$ cat config.mk
export PLATFORM = sky130hd
export DESIGN_NAME = instr_encoder
export DESIGN_NICKNAME = d
export VERILOG_FILES = /design/src/rtl/mips_pkg.sv /design/src/rtl/instr_fifo2.sv /design/src/rtl/instr_encoder.sv
export SDC_FILE = /design/constraint.sdc
export NUM_CORES = 1
export LEC_CHECK = 0
export CAP_MARGIN = 20
export CELL_PAD_IN_SITES_DETAIL_PLACEMENT = 0
export CELL_PAD_IN_SITES_GLOBAL_PLACEMENT = 1
export CORE_ASPECT_RATIO = 0.5
export CORE_UTILIZATION = 39
export DETAILED_ROUTE_END_ITERATION = 7
export PLACE_DENSITY = 0.87
export SLEW_MARGIN = 20
export SYNTH_ARGS = -nofsm -noshare
export SYNTH_HDL_FRONTEND = slang
export SYNTH_HIERARCHICAL = 1
export SYNTH_SLANG_ARGS = --single-unit
$ cat constraint.sdc
create_clock -name clk -period 2.35 [get_ports clk]
set_input_delay 0.705 -clock clk [delete_from_list [all_inputs] [get_ports clk]]
set_output_delay 0.705 -clock clk [all_outputs]
set_load 0.02 [all_outputs]
$ cat src/rtl/mips_pkg.sv
// mips_pkg: instruction format codes, field widths, load FSM states and word packing
package mips_pkg;
  localparam logic [1:0] FMT_R = 2'd0;
  localparam logic [1:0] FMT_I = 2'd1;
  localparam logic [1:0] FMT_J = 2'd2;
  localparam logic [1:0] FMT_BAD = 2'd3;
  localparam int OP_W = 6;
  localparam int REG_W = 5;
  localparam int FUNCT_W = 6;
  localparam int IMMI_W = 16;
  localparam int IMMJ_W = 26;
  localparam int WORD_W = 32;
  typedef enum logic [1:0] {IDLE, RUN, DRAIN} state_t;
  function automatic logic [WORD_W-1:0] pack_word(
    input logic [1:0] fmt,
    input logic [OP_W-1:0] op,
    input logic [REG_W-1:0] rs,
    input logic [REG_W-1:0] rt,
    input logic [REG_W-1:0] rd,
    input logic [REG_W-1:0] shamt,
    input logic [FUNCT_W-1:0] funct,
    input logic [IMMI_W-1:0] immi,
    input logic [IMMJ_W-1:0] immj
  );
    return fmt == FMT_R ? {6'b0, rs, rt, rd, shamt, funct} :
           fmt == FMT_I ? {op, rs, rt, immi} : {op, immj};
  endfunction
endpackage

$ cat src/rtl/instr_fifo2.sv
// instr_fifo2: two-entry FIFO with occupancy count; push/pop guarded against full/empty
module instr_fifo2 #(
  parameter int W = 42
) (
  input  logic         clk,
  input  logic         rst_n,
  input  logic         push,
  input  logic         pop,
  input  logic [W-1:0] wdata,
  output logic [W-1:0] rdata,
  output logic [1:0]   count
);
  logic [W-1:0] mem [2];
  logic wr_ptr, rd_ptr, do_push, do_pop;
  assign do_push = push && count != 2'd2;
  assign do_pop = pop && count != 2'd0;
  assign rdata = mem[rd_ptr];
  always_ff @(posedge clk or negedge rst_n)
    if (!rst_n) begin
      mem[0] <= '0;
      mem[1] <= '0;
      wr_ptr <= 1'b0;
      rd_ptr <= 1'b0;
      count <= 2'd0;
    end else begin
      if (do_push) begin
        mem[wr_ptr] <= wdata;
        wr_ptr <= ~wr_ptr;
      end
      if (do_pop) rd_ptr <= ~rd_ptr;
      count <= count + {1'b0, do_push} - {1'b0, do_pop};
    end
endmodule

$ cat src/rtl/instr_encoder.sv
// instr_encoder: packs R/I/J field requests into 32-bit words and streams them to consecutive memory addresses
module instr_encoder
  import mips_pkg::*;
#(
  parameter int ADDR_W = 10
) (
  input  logic                clk,
  input  logic                rst_n,
  input  logic                start,
  input  logic [ADDR_W-1:0]   base_addr,
  input  logic                in_valid,
  output logic                in_ready,
  input  logic                in_last,
  input  logic [1:0]          fmt,
  input  logic [OP_W-1:0]     op,
  input  logic [REG_W-1:0]    rs,
  input  logic [REG_W-1:0]    rt,
  input  logic [REG_W-1:0]    rd,
  input  logic [REG_W-1:0]    shamt,
  input  logic [FUNCT_W-1:0]  funct,
  input  logic [IMMI_W-1:0]   immi,
  input  logic [IMMJ_W-1:0]   immj,
  output logic                out_valid,
  input  logic                out_ready,
  output logic [ADDR_W-1:0]   mem_addr,
  output logic [WORD_W-1:0]   mem_wdata,
  output logic                busy,
  output logic                done,
  output logic                err
);
  state_t state, state_nx;
  logic [ADDR_W-1:0] addr_ctr;
  logic [1:0] count;
  logic acc, legal, push, start_ok;
  assign start_ok = start && state == IDLE;
  assign acc = in_valid && in_ready;
  assign legal = fmt != FMT_BAD;
  assign push = acc && legal;
  assign out_valid = count != 2'd0;
  instr_fifo2 #(.W(ADDR_W + WORD_W)) u_fifo (
    .clk   (clk),
    .rst_n (rst_n),
    .push  (push),
    .pop   (out_valid && out_ready),
    .wdata ({addr_ctr, pack_word(fmt, op, rs, rt, rd, shamt, funct, immi, immj)}),
    .rdata ({mem_addr, mem_wdata}),
    .count (count)
  );
  always_ff @(posedge clk or negedge rst_n)
    if (!rst_n) state <= IDLE;
    else state <= state_nx;
  always_comb
    state_nx = state == IDLE ? (start ? RUN : IDLE) :
               state == RUN  ? (acc && in_last ? DRAIN : RUN) :
                               (count == 2'd0 ? IDLE : DRAIN);
  always_comb begin
    in_ready = state == RUN && count < 2'd2;
    busy = state != IDLE;
    done = state == DRAIN && count == 2'd0;
  end
  // illegal requests neither consume an address nor clear the flag until the next load
  always_ff @(posedge clk or negedge rst_n)
    if (!rst_n) begin
      addr_ctr <= '0;
      err <= 1'b0;
    end else if (start_ok) begin
      addr_ctr <= base_addr;
      err <= 1'b0;
    end else begin
      if (push) addr_ctr <= addr_ctr + 1'b1;
      if (acc && !legal) err <= 1'b1;
    end
endmodule

==> metrics.cfg, run 1 <==
[clocking]
cts_buffer_depth = 2
cts_tree = done
htree_levels = 3
ctsHoldBuffers = 0
clkTransAtPathRegs_ps = 70
clock_sinks = 101
clk_latency_ps = 350
cts_buffers = 9
cts-root-buf = clkbuf_16

[worst_setup_path]
cp-end-kind = output port
crit_start = u_fifo/rd_ptr
worstPathRequired_ps = 1640
worst-setup-path-type = flip-flop to output port
cp.arrival_ps = 1610
regToRegStartpoint = u_fifo/count[1]
critical_path.max_fanout = 6
cp-start-kind = flip-flop

[layout]
fin_nets = 653
diodes = 0
areaGrowthSynthToFinish_pct = 36.0
stdcell_area_um2 = 7180
drive_gt1_frac = 0.421

[place]
placed_area_um2 = 6980
place_congestion = 0.746
numPortBuffers = 138
dp_hpwl_mm = 8.68
dp_slack_ps = -194

[global_routing]
grtUsageTotal = 0.179
grt_first_pass_wirelength_mm = 19.8
grt_max_degree = 38
grt_remaining_overflow = 0
grt_pass1_vias = 3934
antenna_found_initial = 0

[power]
p_leak_nw = 3.25
vdd_drop_max_mv = 0.591
power_density_nw_per_um2 = 1270

[drt]
drt-pass1-iter-count = 7
wl_per_cell_um = 16.2
vias = 3605
antenna_left = 0
dr.first_iter.drc_count = 124
drc = 5
routed_wl_mm = 11.8
via_per_inst = 4.92

[synth]
ys_warn_count = 6
ys_ff_latch = 101
syn_area_per_cell_um2 = 13.2
syn-instance-count = 400
syn-num-nets = 494
seq_area_frac_synth = 0.479
synth_area_um2 = 5280
synth_cell_types = 41

[sta]
whs_ps = 300
finalSetupTns_ps = 0
setup_viol = 0
grt_setup_unrepaired = true
slew_headroom = 0.687
finalWorstSetupSlack_ps = 34.1
fmax_mhz = 432
fin_worst_skew_ps = 6.69
tightest_slew_ps = 470
report.final.slew_viol_count = 0
finalCritPeriodShare = 0.985
post-route-min-period_ps = 2320
hold_viol = 0

[floorplanning]
io_pins = 139
initial_core_util = 0.408
std_cell_rows = 29
coreArea_um2 = 12900
die_area_um2 = 14000
die_x_um = 166
die_y_um = 84.2

[worst_hold_path]
hold_class = primary input to asynchronous set/reset pin

[flow_run]
drv_cap = 0

[outcome]
violations = design-rule violations
status = finished, violations left

[metal layers]
metal | GRT usage | up-vias | routed length (µm)
met1 | 0.222 | 1798 | 5330
met5 | 0 | - | 0
met4 | 0.0539 | 0 | 129
met3 | 0.0410 | 12 | 440
li1 | - | 1741 | -
met2 | 0.313 | 54 | 5950
[flip-flops by register name, summed over array words and instances, names as in the netlist]
name / count
addr_ctr: 10
err: 1
state: 2
u_fifo/count: 2
u_fifo/mem: 84
u_fifo/rd_ptr: 1
u_fifo/wr_ptr: 1
[what timing repair did]
action	in CTS	in global routing
endpoints found under the setup margin	44	33
resized for setup	110	41
pin swaps	0	0
buffers inserted	4	5
hold endpoints to repair	0	0
gates cloned	0	0
[cell type report]
type,count,area (µm²)
tap,170,213
clock buffer,12,256
clock inverter,3,45.0
timing repair buffer,173,1570
fill,1092,5740
multi-input combinational,270,2550
inverter,4,15.0
sequential,101,2530
[stage by stage]
step / power (mW) / cells / utilization
3_3_place_gp: 7.85 / 709 / 0.540
2_1_floorplan: 6.03 / 400 / -
6_report: 9.08 / 733 / 0.556
3_5_place_dp: 7.97 / 709 / 0.540
4_1_cts: 9.20 / 728 / 0.559
5_1_grt: 9.60 / 733 / 0.556
[cells in the final DEF, fill, tap and decap left out, types with 4 or more instances in the layout]
cell type and n:
nand4_1 4, dfrtp_1 100, mux2_4 40, nor2b_1 6, nand3_1 5, nor2_1 9
clkbuf_16 9, o21ai_0 27, buf_2 18, buf_4 27, clkbuf_2 19, mux2_2 96
clkdlybuf4s15_2 4, mux2i_1 17, xor2_1 6, clkdlybuf4s50_1 91, buf_12 8, nand2_1 26
and2_1 4
[cells in the mapped netlist]
library cell  count  area, µm²
dfrtp_1         101       2530
clkbuf_1          7       26.3
and4_1            1       8.76
nand2b_1          1       6.26
o31ai_1           1       7.51
mux2i_1          17        170
xor2_1            6       52.6
o21ai_0          27        135
buf_2             8       40.0
nand4_1           4       25.0
nand2_1          26       97.6
buf_6             2       22.5
mux2_4           40        601
ha_1              2       25.0
or2_2             1       6.26
nand2_4           2       22.5
a31oi_1           3       18.8
inv_1             3       11.3
buf_4             4       30.0
a21bo_2           1       10.0
buf_12            4       80.1
nor2_1            9       33.8
and2_1            4       25.0
and4bb_1          1       12.5
o211ai_2          1       12.5
nor3b_1           1       7.51
or3_1             2       12.5
o211ai_1          1       7.51
xnor2_1           3       26.3
o211a_1           1       10.0
nand3_1           5       25.0
and3_1            2       12.5
a21o_1            1       7.51
a211oi_1          1       7.51
or4_1             1       7.51
mux2_2           96       1080
a32oi_1           1       8.76
nor2b_1           6       37.5
inv_2             1       3.75
and2b_2           1       8.76
a21oi_1           1       5.00
[kinds of logic (layout without fill, tap and decap cells)]
kind of cell               Yosys count  after routing  synth area share
xor gates and xnor gates             9              9            0.0149
buffers and inverters               29            192            0.0406
adders and majority gates            2              2           0.00474
muxes                              153            153             0.351
DFF                                101            101             0.479
AOI/OAI and AO/OA                   39             39            0.0436
and+or+nand+nor                     67             67            0.0662
[power by group]
| part | internal (mW) | total, mW | switching (mW) |
|---|---|---|---|
| clock | 0.878 | 1.51 | 0.629 |
| combinational | 2.42 | 4.46 | 2.04 |
| sequential | 2.59 | 3.12 | 0.530 |
[critical path, stage by stage (launching register included)]
cell and delay, ps:
dfrtp_2 470, buf_4 150, buf_4 140, mux2_2 340, buf_2 160
[path summary, 6_finish.rpt]
path	to	slack [ps]	cells past startpoint
worst max-delay path	mem_addr[8]	30	4
worst min-delay path	addr_ctr[2]	300	1
worst max register to register	u_fifo/mem[70]	380	7
worst min register to register	u_fifo/mem[18]	500	1
max in group asynchronous	u_fifo/rd_ptr	1500	2
min in group clk	u_fifo/mem[18]	500	1
No activity file was read; power rests on OpenSTA's default activity.
==> run 2, diff against run 1 <==
Clock period 2.35 ns to 2.21 ns, I/O delays scaled along.
==> metrics.cfg, run 2 (synthesis results as in run 1) <==
[power]
finalPower_mw = 9.43  ; was 9.08 mW
vdd_drop_max_mv = 0.661  ; was 0.591 mV
p_leak_nw = 3.20  ; was 3.25 nW
power_density_nw_per_um2 = 1340  ; was 1270 nW/µm²

[layout]
multi_input_area_um2 = 2550  ; unchanged
final_cell_mix = dfrtp_1, mux2_2, clkdlybuf4s50_1  ; unchanged
regMostFlops = u_fifo/mem  ; unchanged
largest_reg_flops = 84  ; unchanged
nFillCells = 1103  ; was 1,092
utilization = 0.546  ; was 0.556
final_common_cell = dfrtp_1  ; unchanged
fin_cells = 721  ; was 733
areaGrowthSynthToFinish_pct = 33.8  ; was 36.0%
seq_area_um2 = 2530  ; unchanged
diodes = 0  ; unchanged
drive_gt1_frac = 0.412  ; was 0.421
reg_top3 = u_fifo/mem (84), addr_ctr (10)  ; unchanged
fin_nets = 640  ; was 653

[worst_setup_path]
rrSetupSlack_ps = 290  ; was 380 ps
r2r_end = u_fifo/mem[71]  ; was u_fifo/mem[70]
worst_path_max_delay_cell = dfrtp_2  ; unchanged
worstPathRequired_ps = 1550  ; was 1640 ps
cpPeakStageDelay_ps = 450  ; was 470 ps
worstSetupEndpoint = mem_wdata[15]  ; was mem_addr[8]
cp.arrival_ps = 1500  ; was 1610 ps
cp-start-kind = flip-flop  ; unchanged
cp-end-kind = output port  ; unchanged
rr_worst_depth = 7  ; unchanged
path_cells = buf_12 > mux2_2 > clkbuf_2  ; was buf_4 > buf_4 > mux2_2 > buf_2
regToRegStartpoint = u_fifo/count[1]  ; unchanged
worst-setup-path-type = flip-flop to output port  ; unchanged
critical_path.max_fanout = 19  ; was 6
crit_start = u_fifo/rd_ptr  ; unchanged

[global_routing]
grtUsageTotal = 0.175  ; was 0.179
grt_pass1_vias = 3786  ; was 3,934
grt_first_pass_wirelength_mm = 19.6  ; was 19.8 mm
grt_max_degree = 45  ; was 38
grt_remaining_overflow = 0  ; unchanged
antenna_found_initial = 0  ; unchanged

[sta]
finalCritPeriodShare = 0.978
report.final.slew_viol_count = 0  ; unchanged
slew_headroom = 0.696  ; was 0.687
fin_worst_skew_ps = 6.18  ; was 6.69 ps
grt_setup_unrepaired = false  ; was true
tightest_slew_ps = 456  ; was 470 ps
fmax_mhz = 463
hold_viol = 0  ; unchanged
post-route-min-period_ps = 2160
setup_viol = 0  ; unchanged

[outcome]
violations = design-rule violations  ; unchanged
status = finished, violations left  ; unchanged

[place]
numPortBuffers = 138  ; unchanged
dp_cells = 705  ; was 709
place_congestion = 0.755  ; was 0.746
dp_hpwl_mm = 8.19  ; was 8.68 mm

[clocking]
cts_tree = done  ; unchanged
cts_buffers = 9  ; unchanged
ctsHoldBuffers = 0  ; unchanged
clk_latency_ps = 330  ; was 350 ps
cts-root-buf = clkbuf_16  ; unchanged
clkTransAtPathRegs_ps = 70  ; about the same
htree_levels = 3  ; unchanged
cts_buffer_depth = 2  ; unchanged
clock_sinks = 101  ; unchanged

[drt]
drt-pass1-iter-count = 6  ; was 7
dr.first_iter.drc_count = 111  ; was 124
wl_per_cell_um = 15.9  ; was 16.2 µm
drc = 7  ; was 5
via_per_inst = 4.88  ; was 4.92
vias = 3518  ; was 3,605
routed_wl_mm = 11.4  ; was 11.8 mm
antenna_left = 0  ; unchanged

[floorplanning]
coreArea_um2 = 12900  ; unchanged
std_cell_rows = 29  ; unchanged
die_x_um = 166  ; unchanged
die_area_um2 = 14000  ; unchanged
initial_core_util = 0.408  ; unchanged
die_y_um = 84.2  ; unchanged
io_pins = 139  ; unchanged

[flow_run]
drv_cap = 0  ; unchanged

[worst_hold_path]
hold_class = primary input to asynchronous set/reset pin  ; unchanged

[run 2: layout make-up]
cell class                      instances  area share
Inverter                                4     0.00213
Multi-Input combinational cell        270       0.361
Clock buffer                           11      0.0344
Tap cell                              170      0.0301
Timing Repair Buffer                  160       0.205
Clock inverter                          5     0.00851
Sequential cell                       101       0.358
[run 2: critical path: cells and delay by family (launching register included)]
kind | cells | cell delay [ps]
flip-flops | 1 | 450
multiplexers | 1 | 350
buffers and inverters | 2 | 350
[run 2: worst min-delay path by stage]
stage / start / to / slack [ps] / depth (start not counted)
final: rst_n / addr_ctr[0] / 260 / 1
after global routing: rst_n / addr_ctr[0] / 280 / 1
after CTS: rst_n / addr_ctr[0] / 280 / 1
after detailed placement: u_fifo/mem[10] / u_fifo/mem[10] / 490 / 1
after global placement: u_fifo/mem[21] / u_fifo/mem[21] / 480 / 1
after floorplan: rst_n / addr_ctr[0] / 370 / 0
[run 2: report_power, final]
part | switching (mW) | internal, mW
Combinational | 2.10 | 2.43
Sequential | 0.558 | 2.75
Clock | 0.674 | 0.912
[run 2: through the flow]
stage / TNS (ps) / hold slack (ps) / worst slack, ps / instance area [µm²]
after detailed placement: -17630 / 489 / -240 / 6970
final: 0 / 265 / 48.7 / 7060
after CTS: -107 / 281 / -107 / 7110
after floorplan: 0 / 367 / 53.5 / 5280
after global routing: 0 / 283 / 0.143 / 7060
after global placement: -15680 / 481 / -211 / 6970
[run 2: timing repair]
action,CTS,global route
resized for setup,166,9
setup endpoints to repair,45,9
cloned,0,0
buffers inserted,0,0
[run 2: per-layer routing]
layer  track usage  up-vias  wire length (µm)
met3        0.0391        7               379
li1              -     1719                 -
met1         0.235     1742              5490
met5             0        -                 0
met4        0.0362        0                76
met2         0.292       50              5500
